===== config.mk =====
export PLATFORM = sky130hd
export DESIGN_NAME = timer_ctrl
export DESIGN_NICKNAME = d
export VERILOG_FILES = /design/src/rtl/timer_pkg.sv /design/src/rtl/btn_edge.sv /design/src/rtl/timer_ctrl.sv
export SDC_FILE = /design/constraint.sdc
export NUM_CORES = 1
export LEC_CHECK = 0
export ABC_AREA = 1
export BUFFER_PORTS_ARGS = -buffer_cell sky130_fd_sc_hd__buf_2
export CAP_MARGIN = 5
export CORE_UTILIZATION = 45
export CTS_BUF_LIST = sky130_fd_sc_hd__clkbuf_4
export DETAILED_ROUTE_END_ITERATION = 8
export PLACE_DENSITY = 0.72
export SLEW_MARGIN = 10
export SYNTH_ARGS = -nofsm -noshare
export SYNTH_HDL_FRONTEND = slang
export SYNTH_SLANG_ARGS = --single-unit

===== constraint.sdc =====
create_clock -name clk -period 3.1 [get_ports clk]
set_input_delay 0.62 -clock clk [delete_from_list [all_inputs] [get_ports clk]]
set_output_delay 0.62 -clock clk [all_outputs]
set_load 0.01 [all_outputs]

===== src/rtl/timer_pkg.sv =====
// Shared types for the round timer controller.
package timer_pkg;

  localparam int TIMER_STATE_W = 2;

  typedef enum logic [TIMER_STATE_W-1:0] {
    IDLE  = 2'd0,
    ARM   = 2'd1,
    RUN   = 2'd2,
    PAUSE = 2'd3
  } timer_state_e;

endpackage


===== src/rtl/btn_edge.sv =====
// Button conditioner: SYNC_STAGES-flop synchroniser followed by a registered
// rising-edge detector. One o_pulse per press, SYNC_STAGES+1 cycles after the
// press. A button already held when reset releases produces no pulse: edges
// are only accepted once the synchroniser has been refilled after reset.
module btn_edge #(
  parameter int SYNC_STAGES = 2
) (
  input  logic clk,
  input  logic rst_n,
  input  logic i_btn,
  output logic o_pulse
);

  logic [SYNC_STAGES-1:0] r_sync;
  logic [SYNC_STAGES-1:0] r_vld;   // marks synchroniser stages holding post-reset samples
  logic                   r_prev;

  // Shift the button through the synchroniser and flag a 0->1 transition.
  always_ff @(posedge clk or negedge rst_n) begin
    if (!rst_n) begin
      r_sync  <= '0;
      r_vld   <= '0;
      r_prev  <= 1'b1;
      o_pulse <= 1'b0;
    end else begin
      r_sync  <= (r_sync << 1) | SYNC_STAGES'(i_btn);
      r_vld   <= (r_vld << 1) | SYNC_STAGES'(1'b1);
      r_prev  <= r_vld[SYNC_STAGES-1] ? r_sync[SYNC_STAGES-1] : 1'b1;
      o_pulse <= r_vld[SYNC_STAGES-1] & r_sync[SYNC_STAGES-1] & ~r_prev;
    end
  end

endmodule


===== src/rtl/timer_ctrl.sv =====
// Round controller for the seconds timer: start/pause/resume/stop sequencing,
// time-left, warning window and time-up pulse.
// Optional build macro TIMER_CTRL_BTN_EN: request inputs are raw button levels
// conditioned by btn_edge; otherwise they are synchronous one-cycle pulses.
module timer_ctrl
  import timer_pkg::*;
#(
  parameter int TIMER_WIDTH = 16,
  parameter int WARN_SECS   = 5,
  parameter int SYNC_STAGES = 2
) (
  input  logic                     clk,
  input  logic                     rst_n,
  input  logic                     i_start,
  input  logic                     i_pause_req,
  input  logic                     i_stop,
  input  logic [TIMER_WIDTH-1:0]   i_time_limit,
  input  logic [TIMER_WIDTH-1:0]   i_current_time,
  output logic                     o_pause,
  output logic                     o_reset_timer,
  output logic [TIMER_STATE_W-1:0] o_state,
  output logic [TIMER_WIDTH-1:0]   o_time_left,
  output logic                     o_warning,
  output logic                     o_time_up
);

  localparam logic [TIMER_WIDTH-1:0] LP_WARN = TIMER_WIDTH'(WARN_SECS);

  if (SYNC_STAGES < 1) begin : g_bad_sync
    $error("SYNC_STAGES must be at least 1");
  end

  logic w_start, w_pause, w_stop;

`ifdef TIMER_CTRL_BTN_EN
  btn_edge #(.SYNC_STAGES(SYNC_STAGES)) u_btn_start (
    .clk(clk), .rst_n(rst_n), .i_btn(i_start), .o_pulse(w_start));
  btn_edge #(.SYNC_STAGES(SYNC_STAGES)) u_btn_pause (
    .clk(clk), .rst_n(rst_n), .i_btn(i_pause_req), .o_pulse(w_pause));
  btn_edge #(.SYNC_STAGES(SYNC_STAGES)) u_btn_stop (
    .clk(clk), .rst_n(rst_n), .i_btn(i_stop), .o_pulse(w_stop));
`else
  assign w_start = i_start;
  assign w_pause = i_pause_req;
  assign w_stop  = i_stop;
`endif

  timer_state_e             r_state;
  logic                     r_expired;
  logic [TIMER_WIDTH-1:0]   r_limit;

  timer_state_e             w_nxt_state;
  logic                     w_nxt_expired;
  logic [TIMER_WIDTH-1:0]   w_nxt_limit;
  logic                     w_expire;
  logic                     w_hit;
  logic                     w_active;
  logic [TIMER_WIDTH-1:0]   w_left;
  logic                     w_warn;

  // Next state with priority stop > start > expiry > pause, plus the values
  // the registered outputs will take after this edge.
  always_comb begin
    w_nxt_state   = r_state;
    w_nxt_expired = r_expired;
    w_nxt_limit   = r_limit;
    w_expire      = 1'b0;
    w_hit         = (r_limit != '0) && (i_current_time >= r_limit);
    if (w_stop) begin
      w_nxt_state = IDLE;
    end else if (w_start) begin
      w_nxt_state = ARM;
      w_nxt_limit = i_time_limit;
    end else begin
      case (r_state)
        ARM:   w_nxt_state = RUN;
        RUN: begin
          if (w_hit) begin
            w_nxt_state   = PAUSE;
            w_nxt_expired = 1'b1;
            w_expire      = 1'b1;
          end else if (w_pause) begin
            w_nxt_state = PAUSE;
          end
        end
        PAUSE: if (w_pause && !r_expired) w_nxt_state = RUN;
        default: w_nxt_state = r_state;
      endcase
    end
    // The expired flag only has meaning while parked in PAUSE.
    if (w_nxt_state == IDLE || w_nxt_state == ARM) w_nxt_expired = 1'b0;

    w_active = (w_nxt_state == RUN) || (w_nxt_state == PAUSE);
    w_left   = (w_active && (w_nxt_limit > i_current_time)) ?
               (w_nxt_limit - i_current_time) : '0;
    w_warn   = w_active && (w_nxt_limit != '0) && (w_left != '0) && (w_left <= LP_WARN);
  end

  // State, latched limit and all registered outputs.
  always_ff @(posedge clk or negedge rst_n) begin
    if (!rst_n) begin
      r_state       <= IDLE;
      r_expired     <= 1'b0;
      r_limit       <= '0;
      o_pause       <= 1'b1;
      o_reset_timer <= 1'b0;
      o_time_left   <= '0;
      o_warning     <= 1'b0;
      o_time_up     <= 1'b0;
    end else begin
      r_state       <= w_nxt_state;
      r_expired     <= w_nxt_expired;
      r_limit       <= w_nxt_limit;
      o_pause       <= (w_nxt_state != RUN);
      o_reset_timer <= (w_nxt_state == ARM);
      o_time_left   <= w_left;
      o_warning     <= w_warn;
      o_time_up     <= w_expire;
    end
  end

  assign o_state = r_state;

endmodule

Word level (Yosys, flattened, before mapping)
Index checks and enable logic that the tools add are counted. Widths: inputs -> output; s select.

$add $sub $neg: 1. Reduce and logical (&&, ||, !) cells: 16. Magnitude comparators: 3. Muxes and demuxes: 18. Eq/ne operators: 9.

Operator list (number): $mux 16 (3); $reduce_bool 16->1 (3); $ge 16x16->1 (1); $gt 16x16->1 (1); $le 16x3->1 const B (1); $sub 16x16->16 (1); $mux 2 (5); $mux 1 (9); $eq 2x2->1 const B (4); $logic_and 1x1->1 (6); $pmux 2 s3 (1); $eq 2x1->1 const B (2); $ne 2x1->1 const B (2); $reduce_and 4->1 (1); $reduce_bool 2->1 (2); $logic_not 2->1 (1); $logic_or 1x1->1 (2); $ne 2x2->1 const B (1); $logic_not 1->1 (1).

Output and inout bits: 22. Word-level logic and storage cells: 55. Register bits after elaboration: 39. Input port bits: 37.

Logic depth before layout (Yosys ltp)
Gate-level depths: netlist of run 1.

Word-level depth: 13. Depth in mapped cells: 22. Gate-level depth less buffers: 21.

Worst setup path after synthesis of run 1
Ideal clock, no wire load.

Path kind: in2reg. Start: input i_start. End: register o_warning. Stages on the path: 21. Path slack: 449 ps. Arrival: 2582 ps. Path buffers: 1. Setup time: 69 ps. Cell sequence: buf_6 -> nand2_8 -> nand2_1 -> nand2_1 -> inv_1 -> ha_1 -> inv_1 -> fa_1 -> nand3_1 -> nand3_1 -> nand2_1 -> nand2_1 -> nand2_1 -> nand2_2 -> nand2_4 -> nor2_2 -> nor2_1 -> nand2_1 -> nor2_2 -> nand3_1 -> nor2_2.

RTL lines: from (decl) (RTL line timer_ctrl.sv:14) `input logic i_start,`; $mux 16 (*) (RTL line timer_ctrl.sv:71) `end else if (w_start) begin`; $mux 16 (*) (RTL line timer_ctrl.sv:69) `if (w_stop) begin`; named net w_nxt_limit[0] (RTL line timer_ctrl.sv:54) `logic [TIMER_WIDTH-1:0] w_nxt_limit;`; $gt 16x16->1 (RTL line timer_ctrl.sv:94) `w_left = (w_active && (w_nxt_limit > i_current_time)) ?`; $logic_and 1x1->1 (RTL line timer_ctrl.sv:94); $mux 16 (*) (RTL line timer_ctrl.sv:94); named net w_left[5] (RTL line timer_ctrl.sv:58) `logic [TIMER_WIDTH-1:0] w_left;`; parallel branches: the longest is 2 deep, another holds $le 16x3->1; $logic_and 1x1->1 (*) (RTL line timer_ctrl.sv:96) `w_warn = w_active && (w_nxt_limit != '0) && (w_left != '0) && (w_left <= LP_WARN);`; named net w_warn (RTL line timer_ctrl.sv:59) `logic w_warn;`; to (signal assigned) (RTL line timer_ctrl.sv:117) `o_warning <= w_warn;`; to (decl) (RTL line timer_ctrl.sv:23) `output logic o_warning,`.

Mark *: on every way through the listed nets, which the timed path passes. A chain may end at the register's enable or synchronous reset.

Worst setup path after layout of run 1
Start: input i_stop. End: register o_warning.

RTL lines: from (decl) (RTL line timer_ctrl.sv:16) `input logic i_stop,`; $mux 16 (*) (RTL line timer_ctrl.sv:69); named net w_nxt_limit[11] (RTL line timer_ctrl.sv:54); $gt 16x16->1 (*) (RTL line timer_ctrl.sv:94); $logic_and 1x1->1 (*) (RTL line timer_ctrl.sv:94); $mux 16 (*) (RTL line timer_ctrl.sv:94); named net w_left[5] (RTL line timer_ctrl.sv:58); parallel branches: the longest is 2 deep, another holds $le 16x3->1; $logic_and 1x1->1 (*) (RTL line timer_ctrl.sv:96); named net w_warn (RTL line timer_ctrl.sv:59).

Marks and branches as above.

==> results of run 1 <==
## stage by stage
step / TNS (ns) / instance area, um^2
global placement: 0 / 3500
detailed placement: -0.00108 / 3500
CTS: 0 / 3600
floorplan: 0 / 3090
finish: 0 / 3600
global route: 0 / 3600
## registers in the layout, summed over array words and instances (netlist names)
register,flops
o_reset_timer,1
o_time_up,1
o_warning,1
o_time_left,16
r_limit,16
o_pause,1
r_expired,1
o_state,2
## power by group
group	switching, mW	internal, mW	leakage (nW)	total (mW)
clock	0.178	0.251	0.0514	0.429
combinational	0.376	0.220	1.67	0.595
sequential	0.0296	0.542	0.512	0.572
total	0.584	1.01	2.23	1.60
## worst max-delay path, stage by stage
cell	delay (ns)
buf_2	0.15
inv_4	0.12
nand2_8	0.07
buf_4	0.19
nand2_1	0.09
nand2_1	0.11
ha_1	0.36
a21oi_1	0.23
nand2_1	0.10
a21oi_1	0.29
nand2_2	0.15
nand2_4	0.14
nor2_2	0.05
nor2_1	0.08
nand2_1	0.06
nor2_2	0.07
nand3_1	0.08
nor2_2	0.08
## layer usage
layer  global-route usage (%)  wire (um)  vias up  part of all wire [%]
met2                     40.7       3630       68                    48
met5                        0          0        -                     0
li1                         -          -     1518                     -
met3                     3.70        330       10                   4.3
met4                     6.47        125        0                   1.6
met1                     30.2       3540     1388                    46
## worst paths after layout
path                                        from                        end  slack (ns)  cells after the start
min                                        rst_n       r_limit[3]$_DFF_PN0_        0.36                      1
min reg2reg                r_expired$_DFFE_PN0P_      r_expired$_DFFE_PN0P_        0.56                      2
min in group clk                 i_time_limit[8]       r_limit[8]$_DFF_PN0_        0.50                      3
max reg2reg                 r_limit[0]$_DFF_PN0_        o_warning$_DFF_PN0_        0.70                     19
max in group asynchronous                  rst_n  o_time_left[15]$_DFF_PN0_        2.18                      1
max                                       i_stop        o_warning$_DFF_PN0_        0.34                     18
## cell type report
type | count | area, um^2
fillers | 647 | 2890
clock buffers | 5 | 37.5
repair buffers | 66 | 350
well taps | 77 | 96.3
multi-input cells | 315 | 1740
inverters | 88 | 333
clock inverters | 3 | 67.6
flip-flops and latches | 39 | 977
## cells in the final DEF (no fill, tap or decap), types with 2 or more instances in the layout
master	n
nor4_1	4
nor2_1	39
xor2_1	5
nand4_1	6
inv_1	85
buf_2	58
inv_2	2
o21ai_0	4
nor2_2	5
buf_4	8
nor3_1	3
nand3b_1	2
nand2_1	133
a21boi_0	2
bufinv_16	2
nand2_2	19
a21oi_1	19
dfrtp_1	38
nand3_1	29
ha_1	32
o211ai_1	3
clkbuf_4	5
## cell families (layout without fill, tap and decap cells)
logic type	after synthesis	in the layout
compound gates	31	31
simple gates	246	246
flops	39	39
xor+xnor	5	5
buf+inv	91	162
fa+ha+maj	33	33
==> flow_summary.toml, run 1 <==
[cts]
clockBufferDepth = 2
post_cts_buffers = 0
cts_sinks = 39
root_buffer = "clkbuf_4"
clkLatencyLatePin_ns = 0.36
ctsHoldBuffers = 0
clkSlewWorstSetupHoldPaths_ns = 0.12
cts_htree_levels = 2
cts_tree = "built"
cts_resized = 0
cts_buffers = 5

[yosys]
synth_ff_type = "dfrtp_1"
synthTopCellsByCount = "nand2_1 (133), inv_1 (85), nor2_1 (39)"
yosys.area_share.adder_pct = 13.6
synth_edf_count = 0
synthesis.area_um2 = 3090
synth_mux_area_share_pct = 0
synth-compound-area-share_pct = 5.71
synth_top_family_by_area = "simple AND/OR/NAND/NOR gates"
yosysSeqAreaShare_pct = 31.6
synth-xor-area-share_pct = 1.42
yosys.area.top_type = "dfrtp_1"
synth_cell_types = 33
synthCells = 445
ys_seq_elements = 39
yosysWarningCount = 0
synth.top_cell.area_share_pct = 30.8
syn_nets = 515
synthSimpleGateAreaFrac_pct = 35.6
yosysMostFrequentCell = "nand2_1"
synthTopCellsByArea = "dfrtp_1 (31%), nand2_1 (16%), ha_1 (13%)"
async_reset_ff_share_pct = 100
syn_area_per_cell_um2 = 6.94

[run]
max-cap-violations = 0

[setup_path]
crit_fanout = 12
path_class = "primary input to flip-flop"
end_kind = "flip-flop"
cp.required_ns = 3.39
critPathArrivalTime_ns = 3.05
startpoint_type = "primary input"

[pwr]
p_leak_nw = 2.23
p_per_area_nw_per_um2 = 443
power_mw = 1.60
ir_drop_v = 0.000203

[placement]
routabilityCongestion = 0.892
port_buffers = 58
place_inst = 585
pre_cts_slack_ns = -0.00108
hpwl_um = 6340

[cells_and_area]
nNetsFinal = 585
syn_to_final_growth_pct = 16.6
antenna_cells = 0
drive_above_1_share_pct = 20.9
finalNonFillerCells = 593
post-route-util_pct = 55.5

[floorplan]
rows = 29
die_h_um = 84.9
die_w_um = 84.9
initial_utilization_pct = 47.6
dieArea_um2 = 7200
coreArea_um2 = 6490
io-pin-count = 59

[sta]
fin_crit_ns = 2.76
worst_pin_slew_ns = 0.874
drv_slew = 0
rsz0062_at_grt = "no"
setup_ws_ns = 0.338
hold_violations = 0
finalCritPeriodShare_pct = 89.1
fin_hold_ws_ns = 0.365
skew_ns = 0.0104
slew_headroom_pct = 41.7
max_freq_mhz = 362
setup_viol = 0

[detailed_routing]
drtIter0Drc = 134
wirelength_um = 7630
via_per_inst = 5.03
vias = 2984
avgRoutedWirePerCell_um = 12.9
remaining_drc_errors = 3
postRouteAntennaNets = 0
first_pass_iters = 8

[status]
outcome = "complete, but fails checks"
violations = "design-rule violations"

[global_routing]
antenna_found_initial = 0
grt_pass1_vias = 3026
grt_pass1_wl_um = 13300
grt_start_max_net_pins = 40
grt_usage_pct = 23.3
grt.overflow.total = 0

[min_path]
hold_path.class = "primary input to asynchronous set/reset pin"
Note: power is estimated with default switching activity, not from simulation.
==> run 2: changes to the inputs <==
- ABC_AREA: 1 -> default
- PLACE_DENSITY: 0.72 -> 0.73
- TNS_END_PERCENT: default -> 10
==> flow_summary.toml, run 2 <==
[status]
outcome = "finished clean"

[floorplan]
die_h_um = 81.6
initial_utilization_pct = 47.3
die_w_um = 81.6
dieArea_um2 = 6660
rows = 28
coreArea_um2 = 6030
io-pin-count = 59

[yosys]
yosysSeqAreaShare_pct = 34.3
async_reset_ff_share_pct = 100
synth_cell_types = 55
ys_seq_elements = 39
yosysWarningCount = 0
synth.top_cell.area_share_pct = 33.4
synthTopCellsByArea = "dfrtp_1 (33%), ha_1 (14%), inv_1 (5.1%)"
synthTopCellsByCount = "inv_1 (39), dfrtp_1 (38), ha_1 (32)"
yosys.area.top_type = "dfrtp_1"
yosysMostFrequentCell = "inv_1"
synth_edf_count = 0
synth_ff_type = "dfrtp_1"
synthesis.area_um2 = 2850
syn_area_per_cell_um2 = 8.69
syn_nets = 398
synthCells = 328

[cells_and_area]
n_fill_cell = 545
seqCellArea_um2 = 977
drive_above_1_share_pct = 33.7
nNetsFinal = 511
multi_input_area_um2 = 1750
mostFrequentLayoutCell = "buf_4"
mostFrequentLayoutCells = "buf_4 (61), buf_2 (58), inv_1 (38), dfrtp_1 (38), ha_1 (30)"
final_cell_area_um2 = 3770
antenna_cells = 0
post-route-util_pct = 62.5
syn_to_final_growth_pct = 32.1
finalNonFillerCells = 517

[cts]
clockBufferDepth = 2
clkSlewWorstSetupHoldPaths_ns = 0.12
cts_sinks = 39
cts_tree = "built"
root_buffer = "clkbuf_4"
cts_buffers = 5
cts_htree_levels = 2
ctsHoldBuffers = 0
clkLatencyLatePin_ns = 0.35

[detailed_routing]
vias = 2877
postRouteAntennaNets = 0
top_layer_used = "met4"
via_per_inst = 5.56
wl_met1_um = 3530
first_pass_iters = 4
drtIter0Drc = 198
avgRoutedWirePerCell_um = 15.5
wl_met2_um = 3910
wirelength_um = 7990
dr_wl_met3_um = 419
remaining_drc_errors = 0

[pwr]
combPwrFrac_pct = 49.1
power_mw = 1.62
p_sw_mw = 0.601
ir_drop_v = 0.000219
p_per_area_nw_per_um2 = 429
p_seq_share_pct = 35.0
p_leak_nw = 1.96
clkPwrFrac_pct = 15.9
p_int_mw = 1.01
switching_share_pct = 37.2

[min_path]
hold_path.class = "primary input to asynchronous set/reset pin"

[sta]
drv_slew = 0
max_freq_mhz = 334
fin_hold_ws_ns = 0.381
slew_headroom_pct = 41.2
finalCritPeriodShare_pct = 96.6
fin_crit_ns = 3.00
hold_violations = 0
setup_ws_ns = 0.105
setup_tns_ns = 0
worst_pin_slew_ns = 0.882
setup_viol = 0
skew_ns = 0.0131

[global_routing]
grt_pass1_wl_um = 13100
grt_usage_pct = 26.1
grt_start_max_net_pins = 40
antenna_found_initial = 0
grt_pass1_vias = 2862
grt.overflow.total = 0

[placement]
routabilityCongestion = 0.890
place_inst = 509
pre_cts_slack_ns = -0.322
postPlaceCellArea_um2 = 3670
port_buffers = 58
hpwl_um = 6340

[setup_path]
crit_fanout = 3
cp.required_ns = 3.37
critPathArrivalTime_ns = 3.26
slowest_delay_ns = 0.49
startpoint_type = "primary input"
critPathLaunch = "i_stop"
r2r_start = "r_limit[0]$_DFF_PN0_"
cp_slowest_cell = "or4_4"
path_class = "primary input to flip-flop"
end_kind = "flip-flop"
crit_chain = "buf_2 > nor2b_4 > mux2i_2 > ha_2 > inv_2 > fa_2 > nand3_4 > a21oi_4 > o31a_1 > or4_4 > a221oi_2 > nand4b_1 > nor4_2"

[run]
max-cap-violations = 0
run 2: cell types whose count changed after synthesis, moves of 6 or more:
cell	before	now
nand2_2	19	0
nor4_1	4	13
nand3_1	29	8
o21ai_0	4	27
nor3_1	3	10
inv_1	85	39
a21o_1	0	6
a21oi_1	19	13
clkbuf_1	0	9
nor2_1	39	22
nand2_1	133	23
run 2: final cells by class:
cell class                 count  area share, %
inverter                      39           3.89
sequential                    39           25.9
clock buffer                   6           1.20
multi-input combinational    237           46.4
clock inverter                 2          0.199
timing repair buffer         119           19.9
tap                           75           2.49
run 2: per-layer routing:
layer  global-route usage, %  vias to the layer above
met5                       0                        -
met4                    8.95                        0
met3                    4.67                       11
met2                    45.3                       88
met1                    32.4                     1372
li1                        -                     1406
run 2: logic make-up (layout without fill, tap and decap cells):
group                      after synthesis  count (layout)  share of synthesized area (%)
xor gates and xnor gates                 7               7                           2.15
and+or+nand+nor                        108             108                           19.9
DFF                                     39              39                           34.3
adders and majority gates               33              33                           14.7
buffers and inverters                   52             166                           7.02
AOI/OAI and AO/OA                       86              86                           20.8
muxes                                    3               3                           1.10
run 2: critical path: cells and delay by family:
family          cells  cell delay, ns
compound gates      3            0.61
mux                 1            0.26
simple gates        5            1.01
buf+inv             2            0.16
fa+ha+maj           2            0.60
run 2: what timing repair did:
item                       4_1_cts  5_1_grt
setup endpoints to repair        0       13
buffers inserted                 0        0
resized for setup                0       10
run 2: path summary, 6_finish.rpt:
check | to | slack [ns] | cells after the start
hold / removal | r_limit[12]$_DFF_PN0_ | 0.38 | 1
hold reg to reg | r_expired$_DFFE_PN0P_ | 0.53 | 2
setup reg to reg | o_warning$_DFF_PN0_ | 0.24 | 11
setup / recovery | o_warning$_DFF_PN0_ | 0.10 | 13
min in group clk | r_expired$_DFFE_PN0P_ | 0.53 | 2
max in group asynchronous | o_time_left[6]$_DFF_PN0_ | 2.15 | 1
run 2: power groups by stage:
stage | logic [mW] | clock network (mW) | registers (mW)
CTS | 0.767 | 0.267 | 0.563
detailed placement | 0.762 | 0 | 0.573
global placement | 0.744 | 0 | 0.572
global route | 0.878 | 0.283 | 0.567
floorplan | 0.445 | 0 | 0.570
finish | 0.794 | 0.257 | 0.565
